`config.mk`:
```
export PLATFORM = sky130hd
export DESIGN_NAME = cache_port_arbiter
export DESIGN_NICKNAME = d
export VERILOG_FILES = /design/src/rtl/cache_arb_pkg.sv /design/src/rtl/cache_port_arbiter_rr_arb2.sv /design/src/rtl/cache_port_arbiter.sv
export SDC_FILE = /design/constraint.sdc
export NUM_CORES = 1
export LEC_CHECK = 0
export CORE_ASPECT_RATIO = 2
export CORE_UTILIZATION = 39
export DETAILED_ROUTE_END_ITERATION = 10
export GPL_TIMING_DRIVEN = 1
export PLACE_DENSITY = 0.76
export SYNTH_ARGS = -nofsm -noshare
export SYNTH_HDL_FRONTEND = slang
export SYNTH_SLANG_ARGS = --single-unit
```
`constraint.sdc`:
```
create_clock -name clk -period 2.14 [get_ports clk]
set_input_delay 0.642 -clock clk [delete_from_list [all_inputs] [get_ports clk]]
set_output_delay 0.642 -clock clk [all_outputs]
set_load 0.05 [all_outputs]
```
`src/rtl/cache_arb_pkg.sv`:
```
// Shared types and helpers for the cache port arbiter.
//   state_t : arbiter FSM states (IDLE, BUSY, RESP)
//   owner_t : which CPU port owns the cache transaction (I or D)
//   op_t    : latched cache operation (read or write)
//   sat_inc : 32-bit saturating increment used by the statistics counters
package cache_arb_pkg;

  typedef enum logic [1:0] {
    IDLE,
    BUSY,
    RESP
  } state_t;

  typedef enum logic {
    OWNER_I = 1'b0,
    OWNER_D = 1'b1
  } owner_t;

  typedef enum logic {
    OP_RD = 1'b0,
    OP_WR = 1'b1
  } op_t;

  localparam logic [31:0] CNT_MAX = '1;

  function automatic logic [31:0] sat_inc(input logic [31:0] v);
    return (v == CNT_MAX) ? v : v + 32'd1;
  endfunction

endpackage

```
`src/rtl/cache_port_arbiter_rr_arb2.sv`:
```
// Combinational two-requester picker for the cache port arbiter.
// Ports:
//   req_i, req_d : raw requests from the I and D ports
//   mask_i, mask_d : suppress a port (its valid is high this cycle)
//   last_owner   : port served by the previous transaction
//   gnt_valid    : at least one port is eligible
//   gnt_owner    : winning port (meaningful only when gnt_valid)
// FAIR=1 alternates on contention; FAIR=0 always prefers D.
module rr_arb2
  import cache_arb_pkg::*;
#(
  parameter int FAIR = 1
) (
  input  logic   req_i,
  input  logic   req_d,
  input  logic   mask_i,
  input  logic   mask_d,
  input  owner_t last_owner,
  output logic   gnt_valid,
  output owner_t gnt_owner
);

  logic elig_i;
  logic elig_d;

  always_comb begin
    elig_i    = req_i & ~mask_i;
    elig_d    = req_d & ~mask_d;
    gnt_valid = elig_i | elig_d;
    gnt_owner = OWNER_I;
    if (elig_i && elig_d) begin
      if (FAIR != 0) begin
        gnt_owner = (last_owner == OWNER_I) ? OWNER_D : OWNER_I;
      end else begin
        gnt_owner = OWNER_D;
      end
    end else if (elig_d) begin
      gnt_owner = OWNER_D;
    end
  end

endmodule

```
`src/rtl/cache_port_arbiter.sv`:
```
// Shares one unified cache between the instruction-fetch port (I, read only)
// and the data port (D, read/write). One transaction at a time:
// IDLE (arbitrate, latch request) -> BUSY (drive cache until c_miss drops)
// -> RESP (capture read data, pulse owner's valid on the following cycle).
// Ports:
//   clk, rst                : clock, synchronous active-low reset
//   i_req/i_addr            : instruction read request
//   i_rdata/i_valid/i_stall : instruction response, one-cycle valid pulse
//   d_rd_req/d_wr_req/d_addr/d_wdata : data request (both high = write)
//   d_rdata/d_valid/d_stall : data response, one-cycle valid pulse
//   c_addr/c_rd_req/c_wr_req/c_wr_data : request to the cache
//   c_rd_data/c_miss        : cache response / busy indication
//   txn_cnt, miss_cyc_cnt   : saturating statistics
module cache_port_arbiter
  import cache_arb_pkg::*;
#(
  parameter int ADDR_W = 32,
  parameter int DATA_W = 32,
  parameter int FAIR   = 1
) (
  input  logic              clk,
  input  logic              rst,
  input  logic              i_req,
  input  logic [ADDR_W-1:0] i_addr,
  output logic [DATA_W-1:0] i_rdata,
  output logic              i_valid,
  output logic              i_stall,
  input  logic              d_rd_req,
  input  logic              d_wr_req,
  input  logic [ADDR_W-1:0] d_addr,
  input  logic [DATA_W-1:0] d_wdata,
  output logic [DATA_W-1:0] d_rdata,
  output logic              d_valid,
  output logic              d_stall,
  output logic [ADDR_W-1:0] c_addr,
  output logic              c_rd_req,
  output logic              c_wr_req,
  output logic [DATA_W-1:0] c_wr_data,
  input  logic [DATA_W-1:0] c_rd_data,
  input  logic              c_miss,
  output logic [31:0]       txn_cnt,
  output logic [31:0]       miss_cyc_cnt
);

  state_t state;
  state_t state_nxt;
  owner_t owner;
  owner_t last_owner;
  op_t    op;
  logic   d_any;
  logic   gnt_valid;
  owner_t gnt_owner;

  assign d_any   = d_rd_req | d_wr_req;
  assign i_stall = i_req & ~i_valid;
  assign d_stall = d_any & ~d_valid;

  // A port whose valid is high is masked so a requester that has just been
  // served cannot be re-granted on its stale request.
  rr_arb2 #(
    .FAIR(FAIR)
  ) u_arb (
    .req_i     (i_req),
    .req_d     (d_any),
    .mask_i    (i_valid),
    .mask_d    (d_valid),
    .last_owner(last_owner),
    .gnt_valid (gnt_valid),
    .gnt_owner (gnt_owner)
  );

  always_ff @(posedge clk) begin
    if (!rst) begin
      state <= IDLE;
    end else begin
      state <= state_nxt;
    end
  end

  always_comb begin
    state_nxt = state;
    c_rd_req  = 1'b0;
    c_wr_req  = 1'b0;
    case (state)
      IDLE: begin
        if (gnt_valid) state_nxt = BUSY;
      end
      BUSY: begin
        c_rd_req = (op == OP_RD);
        c_wr_req = (op == OP_WR);
        if (!c_miss) state_nxt = RESP;
      end
      RESP: begin
        state_nxt = IDLE;
      end
      default: begin
        state_nxt = IDLE;
      end
    endcase
  end

  always_ff @(posedge clk) begin
    if (!rst) begin
      owner        <= OWNER_I;
      last_owner   <= OWNER_D;
      op           <= OP_RD;
      c_addr       <= '0;
      c_wr_data    <= '0;
      i_rdata      <= '0;
      d_rdata      <= '0;
      i_valid      <= 1'b0;
      d_valid      <= 1'b0;
      txn_cnt      <= '0;
      miss_cyc_cnt <= '0;
    end else begin
      i_valid <= 1'b0;
      d_valid <= 1'b0;
      case (state)
        IDLE: begin
          if (gnt_valid) begin
            owner <= gnt_owner;
            if (gnt_owner == OWNER_I) begin
              c_addr <= i_addr;
              op     <= OP_RD;
            end else begin
              c_addr    <= d_addr;
              c_wr_data <= d_wdata;
              op        <= d_wr_req ? OP_WR : OP_RD;
            end
          end
        end
        BUSY: begin
          if (c_miss) miss_cyc_cnt <= sat_inc(miss_cyc_cnt);
        end
        RESP: begin
          if (owner == OWNER_I) begin
            i_valid <= 1'b1;
            if (op == OP_RD) i_rdata <= c_rd_data;
          end else begin
            d_valid <= 1'b1;
            if (op == OP_RD) d_rdata <= c_rd_data;
          end
          last_owner <= owner;
          txn_cnt    <= sat_inc(txn_cnt);
        end
        default: ;
      endcase
    end
  end

endmodule

```
# Word level (Yosys, flattened, before mapping)
# Index checks and enable logic that the tools add are counted.
# word_totals
register_bits,199
inputBits,134
output_inout_bits,198
elab_cells,53
# classes
n_addsub,2
n_eq_ne,6
muxes,13
bitwise,10
n_reduce_logical,10
# ops
operator,count
"32-bit by 1-bit adder with 32-bit output, second input constant",2
"32-bit == test, second input constant",2
32-bit 2-to-1 mux,1
3-bit AND reduction,4
1-bit 2-to-1 mux,9
2-bit AND reduction,4
1-bit NOT,6
2-bit 2-to-1 mux,2
"2-bit inequality test, second input constant",2
2-bit one-hot mux with 2 select lines,1
1-bit AND,2
"2-bit by 1-bit == test with 1-bit output, second input constant",1
"2-bit == test, second input constant",1
2-bit zero test,1
1-bit bitwise OR,2
1-bit logical AND,1

# Depth between registers and ports, before layout
# logic_depth
word_depth,5
depth_mapped,9

# By module
# A second synthesis with hierarchy kept.
# hier_totals
hier_cells,997
area_unflattened_um2,8251.7
# by_module_without_submodules
module,instances,cells_per_inst,area_per_inst_um2,seq_area_each_um2
cache_port_arbiter,1,992,8212.9,3983.8
rr_arb2,1,5,38.8,0.0

# Least setup slack after synthesis
# No wires, ideal clock.
# synth_timing
kind,input to register
startpoint,input i_req
endpoint,register c_wr_data[10]
setup_ns,0.070
arrival_ns,2.657
path_slack_ns,-0.587
stages,8
n_path_buf,3
cell_sequence,nor2b_1 -> a211o_1 -> clkbuf_1 -> or3_1 -> clkbuf_1 -> clkbuf_1 -> nand2_1 -> a21oi_1
# synth_between
elab_chain_cells,4
# synth_lines
item,line,text
start: declaration,cache_port_arbiter.sv:23,"input logic i_req,"
1-bit AND (*),cache_port_arbiter_rr_arb2.sv:27,elig_i = req_i & ~mask_i;
1-bit logical AND,cache_port_arbiter_rr_arb2.sv:31,if (elig_i && elig_d) begin
1-bit 2-to-1 mux,cache_port_arbiter_rr_arb2.sv:31,
3-bit AND reduction (no source line) (*),-,
end signal: assignment,cache_port_arbiter.sv:127,c_wr_data <= d_wdata;
end: declaration,cache_port_arbiter.sv:38,"output logic [DATA_W-1:0] c_wr_data,"
# Every way passes the cells marked *; elsewhere a longest branch is shown, timed or not.
# A chain may end at the register's enable or synchronous reset.

# Worst setup path after layout
# layout_timing
startpoint,register miss_cyc_cnt[0]
endpoint,register miss_cyc_cnt[13]
# layout_between
elab_chain_cells,3
# layout_lines
item,line,text
start: declaration,cache_port_arbiter.sv:42,output logic [31:0] miss_cyc_cnt
start signal: assignment,cache_port_arbiter.sv:133,if (c_miss) miss_cyc_cnt <= sat_inc(miss_cyc_cnt);
"parallel branches: the longest is 3 deep, another holds 32-bit by 1-bit adder with 32-bit output",-,
# Several ways; the timed one is not identified.

==> flow_metrics.py <==
metrics = {
    "cts": {
        "root_buffer": "clkbuf_16",
        "cts_sinks": 199,
        "numCtsBuffers": 17,
        "clk_pin_slew_ns": 0.07,
        "cts_max_path_buffers": 2,
        "postCtsHoldBufs": 0,
        "clk_latency_ns": 0.44,
        "h-tree-depth": 4,
        "cts_tree": "yes",
    },
    "logic_synthesis": {
        "yosysMostFrequentCell": "nand2_1",
        "synth-seq-cells": 199,
        "ys_top_cells_by_area": "dfxtp_1 49%, nand2_1 11%, a21oi_1 7.8%",
        "yosysWarnings": 0,
        "synth_area_um2": 8200,
        "ys_top_cells_by_count": "231 x nand2_1, 199 x dfxtp_1, 128 x a21oi_1",
        "synth_nets": 1124,
        "synth_area_per_cell_um2": 8.30,
        "ys_async_sr_fraction_pct": 0,
        "postSynthCellCount": 988,
        "synth.largest_area_cell": "dfxtp_1",
        "ys_types": 53,
        "yosys_most_used_dff": "dfxtp_1",
        "synth_edf_count": 0,
        "yosysTopAreaCellShare_pct": 48.6,
        "seq_area_frac_synth_pct": 48.6,
    },
    "setup_path": {
        "cp_max_fo": 3,
        "startpoint_type": "register",
        "r2r_cells": 8,
        "crit_chain": "ha_4, nand3_2, or4_4, buf_6, o311ai_4, buf_4, xor2_1, nor2_1",
        "critPathKind": "reg -> reg",
        "endpoint_kind": "register",
        "arrival_ns": 2.42,
        "r2r_end": "miss_cyc_cnt[13]$_SDFFE_PN0P_",
        "ff2ff_setup_slack_ns": 0.04,
        "worstReg2RegStart": "miss_cyc_cnt[0]$_SDFFE_PN0P_",
        "worstPathRequired_ns": 2.46,
        "cpMaxStageDelayCell": "or4_4",
        "max_stage_delay_ns": 0.49,
    },
    "placement": {
        "post-place-ws_ns": -0.378,
        "dp_hpwl_um": 20500,
        "io_buffer_count": 331,
        "place.gp.congestion": 0.856,
    },
    "floorplanning": {
        "fp-row-count": 74,
        "start_util_pct": 39.9,
        "die_area_um2": 21700,
        "core_um2": 20600,
        "die_h_um": 207,
        "boundaryPins": 332,
        "die_w_um": 105,
    },
    "global_routing": {
        "grt_pass1_wl_um": 42800,
        "grt_pass1_vias": 8362,
        "gr-total-overflow": 0,
        "grtUsageTotal_pct": 25.2,
        "antenna_found_initial": 4,
        "grt_max_degree": 56,
    },
    "drt": {
        "drtAntennaViolNets": 0,
        "firstDrtPassIters": 5,
        "drt_iter0_drc": 374,
        "routedWlPerCell_um": 16.6,
        "wl_um": 27400,
        "vias_per_cell": 5.18,
        "drc": 0,
        "routed-via-count": 8570,
    },
    "timing": {
        "slew-limit-headroom_pct": 65.6,
        "final_max_slew_viol_count": 0,
        "worst_slew_pin_slew_ns": 0.518,
        "finalCriticalPeriod_ns": 2.10,
        "fin_crit_sh_pct": 98.2,
        "setup_viol": 0,
        "timing.fmax_ghz": 0.476,
        "finalSetupTns_ns": 0,
        "layout_setup_ws_ns": 0.0387,
        "hold_viol": 0,
        "worst_clock_skew_ns": 0.0175,
        "rsz0062_at_grt": "true",
    },
    "worst_hold_path": {
        "min_path_type": "reg -> reg",
        "min_to": "c_wr_data[20]$_SDFFE_PN0P_",
        "min-delay-start": "c_wr_data[20]$_SDFFE_PN0P_",
        "whs_path_depth": 2,
    },
    "cells_and_area": {
        "regArea_um2": 4130,
        "syn_to_final_growth_pct": 58.0,
        "nets": 1506,
        "n_fill_cell": 1820,
        "drive_above_1_share_pct": 25.2,
        "multi_input_area_um2": 4060,
    },
    "power": {
        "power-per-cell-area_nw_per_um2": 667,
        "peakVddDrop_mv": 0.424,
        "p_leak_nw": 5.29,
    },
    "flow_run": {
        "cap_viol_max_count": 0,
    },
    "run_status": {
        "status": "finished clean",
    },
}
kinds of logic (layout without fill, tap and decap cells):
kind of cell | Yosys count | after routing | synth area share (%)
other | 0 | 4 | 0
multiplexers | 41 | 41 | 5.00
XOR/XNOR | 18 | 18 | 1.92
flip-flops | 199 | 199 | 48.6
buffers and inverters | 77 | 471 | 3.95
AO/OA/AOI/OAI | 220 | 221 | 16.2
adder cells (fa/ha/maj) | 2 | 2 | 0.305
AND/OR/NAND/NOR | 431 | 431 | 24.1
state kept, by name, indices dropped and copies added, names as in the netlist:
register	cells
miss_cyc_cnt	32
d_valid	1
i_valid	1
state	2
i_rdata	32
op	1
owner	1
last_owner	1
d_rdata	32
c_wr_data	32
c_addr	32
txn_cnt	32
metal layers:
metal / wire length, um / share of wire (%) / GRT usage, %
met1: 9830 / 36 / 24.8
met2: 14900 / 54 / 47.5
met3: 1480 / 5.4 / 5.98
met4: 1190 / 4.4 / 13.6
met5: 0 / 0 / 0
stage by stage:
step	cell area, um2	power (mW)	utilization (%)	cells	hold WS (ns)
6_report	13000	8.65	63.1	1653	0.451
5_1_grt	13000	9.02	63.1	1653	0.467
4_1_cts	12800	8.75	62.5	1644	0.453
3_5_place_dp	12300	5.62	59.7	1606	0.445
3_3_place_gp	12300	5.60	59.7	1606	0.440
2_1_floorplan	8430	4.90	-	988	0.440
critical path, delay by kind of cell, from the launching register on:
kind                       cells  cell delay, ns
and+or+nand+nor                3            0.63
adders and majority gates      1            0.14
xor gates and xnor gates       1            0.16
AOI/OAI and AO/OA              1            0.37
DFF                            1            0.36
buffers and inverters          2            0.33
repair_timing:
item | CTS | global route
pin swaps | 5 | 8
gates cloned | 1 | 0
resized for setup | 71 | 20
setup buffers | 6 | 5
setup endpoints to repair | 95 | 39
where the power goes:
| part | internal [mW] | switching, mW |
|---|---|---|
| Clock | 1.56 | 1.59 |
| Combinational | 0.631 | 0.979 |
| Sequential | 3.81 | 0.0816 |
| Total | 6.00 | 2.65 |
cell usage in the layout (no fill, tap or decap), drive strengths merged, types with 15 or more instances in the layout:
| cell type | instances |
|---|---|
| o21ai | 19 |
| mux2i | 41 |
| xnor2 | 15 |
| a21oi | 128 |
| dlygate4sd2 | 66 |
| clkdlybuf4s50 | 131 |
| inv | 18 |
| or3 | 21 |
| nand3 | 29 |
| dfxtp | 199 |
| a211oi | 38 |
| buf | 230 |
| nand4 | 19 |
| nand2 | 231 |
| nor2 | 64 |
| clkbuf | 17 |
layout make-up:
type | count | share of cell area [%]
Antenna cell | 4 | 0.0772
Sequential cell | 199 | 31.9
Multi-Input combinational cell | 713 | 31.3
Tap cell | 266 | 2.57
Timing Repair Buffer | 429 | 29.4
Clock buffer | 17 | 3.28
Clock inverter | 15 | 1.19
Inverter | 10 | 0.328
worst max path at each step:
stage	from	depth (start not counted)	to
floorplan	miss_cyc_cnt[8]$_SDFFE_PN0P_	8	miss_cyc_cnt[1]$_SDFFE_PN0P_
global placement	c_miss	7	miss_cyc_cnt[28]$_SDFFE_PN0P_
detailed placement	c_miss	7	miss_cyc_cnt[28]$_SDFFE_PN0P_
CTS	miss_cyc_cnt[16]$_SDFFE_PN0P_	6	miss_cyc_cnt[23]$_SDFFE_PN0P_
global route	miss_cyc_cnt[16]$_SDFFE_PN0P_	6	miss_cyc_cnt[30]$_SDFFE_PN0P_
finish	miss_cyc_cnt[0]$_SDFFE_PN0P_	8	miss_cyc_cnt[13]$_SDFFE_PN0P_
Power figures use the tool's default switching activity.
